==> config.mk <==
export PLATFORM = sky130hd
export DESIGN_NAME = instr_fetch_ctrl
export DESIGN_NICKNAME = d
export VERILOG_FILES = /design/src/rtl/instr_fetch_ctrl.sv
export SDC_FILE = /design/constraint.sdc
export NUM_CORES = 1
export LEC_CHECK = 0
export CAP_MARGIN = 20
export CORE_UTILIZATION = 40
export CTS_CLUSTER_SIZE = 10
export DETAILED_ROUTE_END_ITERATION = 12
export GPL_ROUTABILITY_DRIVEN = 0
export GPL_TIMING_DRIVEN = 1
export PLACE_DENSITY = 0.69
export SYNTH_ARGS = -nofsm -noshare
export SYNTH_HDL_FRONTEND = slang
export SYNTH_SLANG_ARGS = --single-unit
==> constraint.sdc <==
create_clock -name clk_i -period 2.2 [get_ports clk_i]
set_clock_uncertainty 0.1 [all_clocks]
set_input_delay 0.44 -clock clk_i [delete_from_list [all_inputs] [get_ports clk_i]]
set_output_delay 0.44 -clock clk_i [all_outputs]
set_load 0.005 [all_outputs]
==> src/rtl/instr_fetch_ctrl.sv <==
`default_nettype none
// ============================================================================
// Module   : instr_fetch_ctrl
// Desc     : Fetch sequencer for a combinational-read instruction memory,
//            feeding decode through an in-order valid/ready queue.
// Revision : 1.0 - initial release
// ============================================================================
module instr_fetch_ctrl #(
    parameter int          DEPTH     = 2,
    parameter int          MEM_WORDS = 32,
    parameter logic [31:0] RESET_PC  = 32'd0
) (
    input  logic                   clk_i,
    input  logic                   rst_i,
    output logic [31:0]            imem_addr_o,
    input  logic [31:0]            imem_instr_i,
    output logic                   instr_valid_o,
    input  logic                   instr_ready_i,
    output logic [31:0]            instr_o,
    output logic [31:0]            instr_pc_o,
    input  logic                   redirect_i,
    input  logic [31:0]            redirect_pc_i,
    input  logic                   halt_i,
    output logic                   oob_o,
    output logic [$clog2(DEPTH):0] count_o
);

    localparam int                   c_PTR_W   = $clog2(DEPTH);
    localparam int                   c_CNT_W   = c_PTR_W + 1;
    localparam logic [32:0]          c_MEM_END = 33'(MEM_WORDS) * 33'd4;
    localparam logic [c_CNT_W-1:0]   c_FULL    = c_CNT_W'(DEPTH);

    typedef enum logic [0:0] {
        ST_FETCH = 1'b0,
        ST_OOB   = 1'b1
    } state_t;

    state_t               r_state;
    state_t               w_state_nxt;
    logic [31:0]          r_fetch_pc;
    logic [31:0]          w_fetch_pc_nxt;
    logic [c_PTR_W-1:0]   r_head;
    logic [c_PTR_W-1:0]   r_tail;
    logic [c_CNT_W-1:0]   r_count;
    logic [31:0]          r_q_instr [DEPTH];
    logic [31:0]          r_q_pc    [DEPTH];

    logic                 w_empty;
    logic                 w_full;
    logic                 w_pop;
    logic                 w_push;
    logic                 w_pc_oob;
    logic                 w_unused;

    // Redirect targets are word aligned; the low address bits carry no meaning.
    assign w_unused = ^redirect_pc_i[1:0];

    assign w_empty  = (r_count == '0);
    assign w_full   = (r_count == c_FULL);
    assign w_pop    = !w_empty && instr_ready_i;
    assign w_pc_oob = ({1'b0, r_fetch_pc} >= c_MEM_END);

    always_comb begin
        w_state_nxt    = r_state;
        w_fetch_pc_nxt = r_fetch_pc;
        w_push         = 1'b0;
        if (redirect_i) begin
            w_state_nxt    = ST_FETCH;
            w_fetch_pc_nxt = {redirect_pc_i[31:2], 2'b00};
        end else begin
            case (r_state)
                ST_FETCH: begin
                    if (w_pc_oob) begin
                        w_state_nxt = ST_OOB;
                    end else if (!halt_i && (!w_full || w_pop)) begin
                        w_push         = 1'b1;
                        w_fetch_pc_nxt = r_fetch_pc + 32'd4;
                    end
                end
                ST_OOB: begin
                    w_state_nxt = ST_OOB;
                end
                default: begin
                    w_state_nxt = ST_FETCH;
                end
            endcase
        end
    end

    always_ff @(posedge clk_i or negedge rst_i) begin
        if (!rst_i) begin
            r_state    <= ST_FETCH;
            r_fetch_pc <= RESET_PC;
        end else begin
            r_state    <= w_state_nxt;
            r_fetch_pc <= w_fetch_pc_nxt;
        end
    end

    // A redirect flushes everything, including a pop accepted in the same cycle.
    always_ff @(posedge clk_i or negedge rst_i) begin
        if (!rst_i) begin
            r_head  <= '0;
            r_tail  <= '0;
            r_count <= '0;
        end else if (redirect_i) begin
            r_head  <= '0;
            r_tail  <= '0;
            r_count <= '0;
        end else begin
            if (w_push) begin
                r_tail <= r_tail + c_PTR_W'(1);
            end
            if (w_pop) begin
                r_head <= r_head + c_PTR_W'(1);
            end
            case ({w_push, w_pop})
                2'b10:   r_count <= r_count + c_CNT_W'(1);
                2'b01:   r_count <= r_count - c_CNT_W'(1);
                default: r_count <= r_count;
            endcase
        end
    end

    always_ff @(posedge clk_i or negedge rst_i) begin
        if (!rst_i) begin
            for (int i = 0; i < DEPTH; i++) begin
                r_q_instr[i] <= '0;
                r_q_pc[i]    <= '0;
            end
        end else if (w_push) begin
            r_q_instr[r_tail] <= imem_instr_i;
            r_q_pc[r_tail]    <= r_fetch_pc;
        end
    end

    assign imem_addr_o   = r_fetch_pc;
    assign instr_valid_o = !w_empty;
    assign instr_o       = w_empty ? 32'd0 : r_q_instr[r_head];
    assign instr_pc_o    = w_empty ? 32'd0 : r_q_pc[r_head];
    assign oob_o         = (r_state == ST_OOB);
    assign count_o       = r_count;

endmodule
`default_nettype wire

## After elaboration in Yosys (flattened, before gate mapping)

Cells that the tools add are included.

- Add/subtract/negate cells: 5
- Order comparisons: 4
- Equality and inequality tests: 5
- Mux-type cells: 29
- Bitwise gates (word level): 3
- Reduce and logical (&&, ||, !) cells: 13

Operators with widths:

| kind | number |
|---|---|
| $mux 32 | 13 |
| $bwmux 64 | 2 |
| $add 32x3->32 const B | 1 |
| $demux 32 s1 | 1 |
| $ge 32x8->1 const B | 1 |
| $mux 1 | 10 |
| $reduce_bool 2->1 | 3 |
| $eq 2x2->1 const B | 2 |
| $ge 2x2->1 const B | 2 |
| $ne 2x2->1 const B | 2 |
| $not 1->2 | 2 |
| $pmux 2 s2 | 1 |
| $logic_and 1x1->1 | 3 |
| $logic_not 1->1 | 3 |
| $reduce_and 3->1 | 1 |
| $reduce_bool 3->1 | 1 |
| $add 1x1->1 const B | 2 |
| $add 2x1->2 const B | 1 |
| $eq 2x1->1 const B | 1 |
| $logic_not 2->1 | 1 |
| $lt 2x1->1 const B | 1 |
| $mux 2 | 1 |
| $pmux 1 s2 | 1 |
| $sub 2x1->2 const B | 1 |
| 2 further kinds | 2 |

- Bits in registers: 165
- Bits of input ports: 69
- Output and inout port bits: 100

## Longest topological paths before layout

- Depth after elaboration: 12
- Depth in mapped cells: 7
- Mapped depth without buffers: 5

## Worst setup path before layout

OpenSTA, ideal clock, no wires.

- Path type: flip-flop to flip-flop
- From: reg r_fetch_pc[24] (netlist: imem_addr_o[24])
- To: reg r_q_instr[10] (netlist name)
- Library setup time: 0.125 ns
- Arrival time: 1.949 ns
- Required time: 1.975 ns
- Slack: 0.026 ns
- Stages on the path, launching flop included: 6
- Clock period less this slack: 2.174 ns
- Path through: dfrtp_1 > nor4_1 > nand4_1 > nor4_4 > buf_6 > mux2_2

- Longest elaborated chain between the ends: 4

RTL lines:

| item | line | RTL |
|---|---|---|
| from (decl) | 40 | `logic [31:0] r_fetch_pc;` |
| from (signal assigned) | 96 | `r_fetch_pc <= w_fetch_pc_nxt;` |
| $ge 32x8->1 | 61 | `assign w_pc_oob = ({1'b0, r_fetch_pc} >= c_MEM_END);` |
| $mux 1 | 73 | `if (w_pc_oob) begin` |
| $mux 1 | 71 | `case (r_state)` |
| $mux 1 | 67 | `if (redirect_i) begin` |
| to (signal, indexed assignment) | 132 | `r_q_instr[r_tail] <= imem_instr_i;` |
| to (decl) | 45 | `logic [31:0] r_q_instr [DEPTH];` |

Every way passes these cells.
A chain may end at the register's enable or synchronous reset.

## Worst setup path in the final report

- From: reg r_head
- To: out instr_o[27]

- Longest elaborated chain between the ends: 5

RTL lines:

| item | line | RTL |
|---|---|---|
| from (decl) | 42 | `logic [c_PTR_W-1:0] r_head;` |
| from (signal assigned) | 115 | `r_head <= r_head + c_PTR_W'(1);` |
| $not 1->2 (implied by the code) | 139 | `assign instr_o = w_empty ? 32'd0 : r_q_instr[r_head];` |
| $mux 32 (implied by the code) (3 in a row) | 139 |  |
| $mux 32 | 139 |  |
| to (decl) | 19 | `output logic [31:0] instr_o,` |

Every way passes these cells. The select of a mux whose other input is x is not followed.

==> run metrics <==
outcome complete, but fails checks; failing checks setup timing; first-pass GRT wire length approximately 28,000 um; CTS Buffer Depth 2; largest net degree at the start of global routing 50; Synth Area in Adders 0.3599%; main area contributors after synthesis dfrtp_1 (57%), mux2_2 (15%), mux2i_1 (8.9%); I/O pin total approximately 170; TNS Setup -0.4105 ns; Seq. cell area ~0.0040 mm^2; Setup-failing EPs final 20; hold path depth 1; Initial Utilization between 40% and 50%; post-route insts no fill approximately 1,000; post-synthesis mux area share between 20 and 25%; hpwl dp 11,000 um; fraction of layout cells with a size suffix above 1 between 30% and 40%; clock slew at reported path FFs 0.06 ns; Synth Area in XOR/XNOR less than 1%; largest family of logic cells by synthesized area multiplexers; initial DRC count 213; ys async rst share 100.0%; cells after synthesis ~550; initial antenna violation count 0; hold path startpoint r_q_pc[63]; RSZ-0062 raised after global routing true; Clock power frac approximately 46%; Setup crit start r_head; max_cap viols 0; PwrDens roughly 650 mW/mm^2; die area about 0.018 mm^2; Comb power frac under 10%; H-Tree Depth 4; synthesized cell area between 0.006 and 0.007 mm^2; Post-synth top cells dfrtp_1 (159), mux2_2 (93), nor2_1 (72); vias between 4,000 and 5,000; net load switching power roughly 1400 uW; Worst R2R End r_q_instr[9]; # rows 47; post-layout min period 2.263 ns; global route overflow 0; Critical R2R Launch imem_addr_o[22]; antenna diode count 0; Core ar. around 0.017 mm^2; critical path type reg2out; Mean Syn Cell Area approximately 13 um^2; Min-Delay Path Class reg2reg; Peak Freq roughly 440 MHz; leak pwr ~0.0047 uW; Synth Register Bits around 160; Main synth FF type dfrtp_1; fillers ~1,300; crit-path cells buf_12 -> buf_8 -> buf_16 -> mux2i_1 -> nor2_1 -> buf_2; delay-heaviest family, CP buffers and inverters; # DRC 0; Synth cell types 39; Sw Share between 20% and 30%; EDFF count, synth 0; Data required, critical path between 1.5 and 2 ns; CP startpoint kind flip-flop; WHS Endpoint r_q_pc[63]; clk_lat worst skew 0.42 ns; data arrival time of the worst path 1.72 ns; CTS tree done; fin util about 60%; number of nets with antenna violations after routing 0; first drt pass iteration count 4; setup slack after layout -0.06316 ns; CTS buffer count 17; reg2reg setup slack ~0.01 ns; slowest stage cell, crit path dfrtp_4; Avg WL per Cell roughly 18 um; Area Growth Syn to Fin 45.49%; Synth Warn # 0; Final period util 102.9%; WP buf/inv 4; CP max stage delay 0.49 ns; global-route usage over all layers 20.40%; top-count cell post-synth dfrtp_1; Die W approximately 130 um; Synth area leader dfrtp_1; sequential power share 46.3%; FF-to-FF path depth 8; Placed Cells 950; CP max FO 8; max-slew violations 0; sequential share of the synthesized area between 50% and 60%; Routed WL approximately 18,000 um; Die Ht around 130 um; Root Buffer clkbuf_16; internal power component 5176 uW; CTS sink count around 160; maximum VDD drop roughly 0.5 mV; top-area cell type share of the netlist area a little under three fifths; Final #Nets between 800 and 900; compound-gate portion of the synthesized area between 1.5 and 2%; Power Total about 6600 uW; area fraction in and, or, nand and nor cells after synthesis between 10 and 15%; Place WS -0.2159 ns; port buffer count 162; crit path capture type primary output; vias in the first global route about 5,400; Via density 4.937; area of the multi-input gates 0.002970 mm^2; final hold vios 0
## cell usage in the layout (no fill, tap or decap), types with 2 or more instances in the layout
| cell type | n |
|---|---|
| a2bb2oi_1 | 2 |
| a31oi_1 | 5 |
| a41oi_1 | 3 |
| and3_1 | 2 |
| buf_12 | 8 |
| buf_16 | 4 |
| buf_2 | 60 |
| buf_4 | 51 |
| buf_6 | 11 |
| buf_8 | 4 |
| bufinv_16 | 3 |
| clkbuf_1 | 2 |
| clkbuf_16 | 20 |
| clkbuf_2 | 2 |
| clkbuf_8 | 3 |
| clkdlybuf4s50_1 | 98 |
| clkinv_2 | 4 |
| clkinv_4 | 2 |
| conb_1 | 4 |
| dfrtp_1 | 157 |
| ha_1 | 2 |
| inv_1 | 5 |
| mux2_2 | 62 |
| mux2_4 | 36 |
| mux2i_1 | 57 |
| mux2i_2 | 4 |
| nand2_1 | 6 |
| nand3_1 | 4 |
| nand4_1 | 3 |
| nor2_1 | 71 |
| nor2b_1 | 51 |
| nor3b_1 | 2 |
| nor4_1 | 4 |
| nor4_2 | 4 |
| nor4_4 | 2 |
| o31ai_1 | 4 |
| or4_1 | 3 |
## metrics by stage
stage | hold WS, ns | cell area (um^2)
final | 0.3990 | 10120
after global routing | 0.4095 | 10120
after detailed placement | 0.3125 | 9176
after floorplan | 0.04441 | 6964
after CTS | 0.3921 | 9937
after global placement | 0.3055 | 9176
## worst reg2reg max path, cell delays in order, from the launching register on
cell       delay [ns]
dfrtp_1          0.38
nor4_2           0.28
buf_4            0.16
nand4_1          0.10
buf_6            0.16
nor4_4           0.15
buf_6            0.22
clkbuf_16        0.20
mux2_2           0.33
## layout make-up
type                       instances  area share [%]
multi-input combinational        348           29.36
tap                              220           2.721
inverter                           6          0.2226
clock inverter                    10           1.336
timing repair buffer             244           22.29
clock buffer                      22           4.688
sequential                       159           39.38
## cell families (layout without fill, tap and decap cells)
family | count (synthesis) | in the layout
simple gates | 162 | 162
mux | 160 | 160
flops | 159 | 159
buf+inv | 45 | 282
compound gates | 19 | 19
fa+ha+maj | 2 | 2
other cells | 1 | 4
xor+xnor | 1 | 1
## how the worst max path moves through the flow
stage | to | slack [ns] | depth (start not counted)
2_1_floorplan | r_q_instr[10] | 0.03 | 5
3_3_place_gp | r_q_instr[3] | -0.18 | 6
3_5_place_dp | r_q_instr[2] | -0.22 | 6
4_1_cts | instr_pc_o[8] | -0.15 | 7
5_1_grt | instr_o[9] | -0.13 | 6
6_report | instr_o[27] | -0.06 | 6
## routing by layer
layer / up-vias / track usage [%] / share of wire [%]
met3: 25 / 6.274 / 5.8
met5: - / 0 / 0
met2: 135 / 34.05 / 50
met4: 0 / 7.260 / 1.7
li1: 2340 / - / -
met1: 2481 / 24.93 / 43
## power groups by stage
stage | logic, uW | clock network, uW | registers [uW]
after floorplan | 103 | 0 | 3080
after global placement | 493 | 0 | 3080
final | 513 | 3010 | 3040
after detailed placement | 506 | 0 | 3080
after CTS | 514 | 3060 | 3030
after global routing | 558 | 3220 | 3040
## timing repair
action                                  CTS  global route
hold buffers                              1             0
endpoints found under the hold margin    45             0
pin swaps                                38            28
cloned                                    8             3
gates resized for setup                 271            55
endpoints found under the setup margin  121           157
buffers inserted                         17             3
## flip-flops by register name, summed over array words and instances (netlist names)
name and cells:
r_tail 1, oob_o 1, count_o 2, imem_addr_o 30, r_head 1, r_q_pc 60
r_q_instr 64
Note: power is estimated with default switching activity, not from simulation.
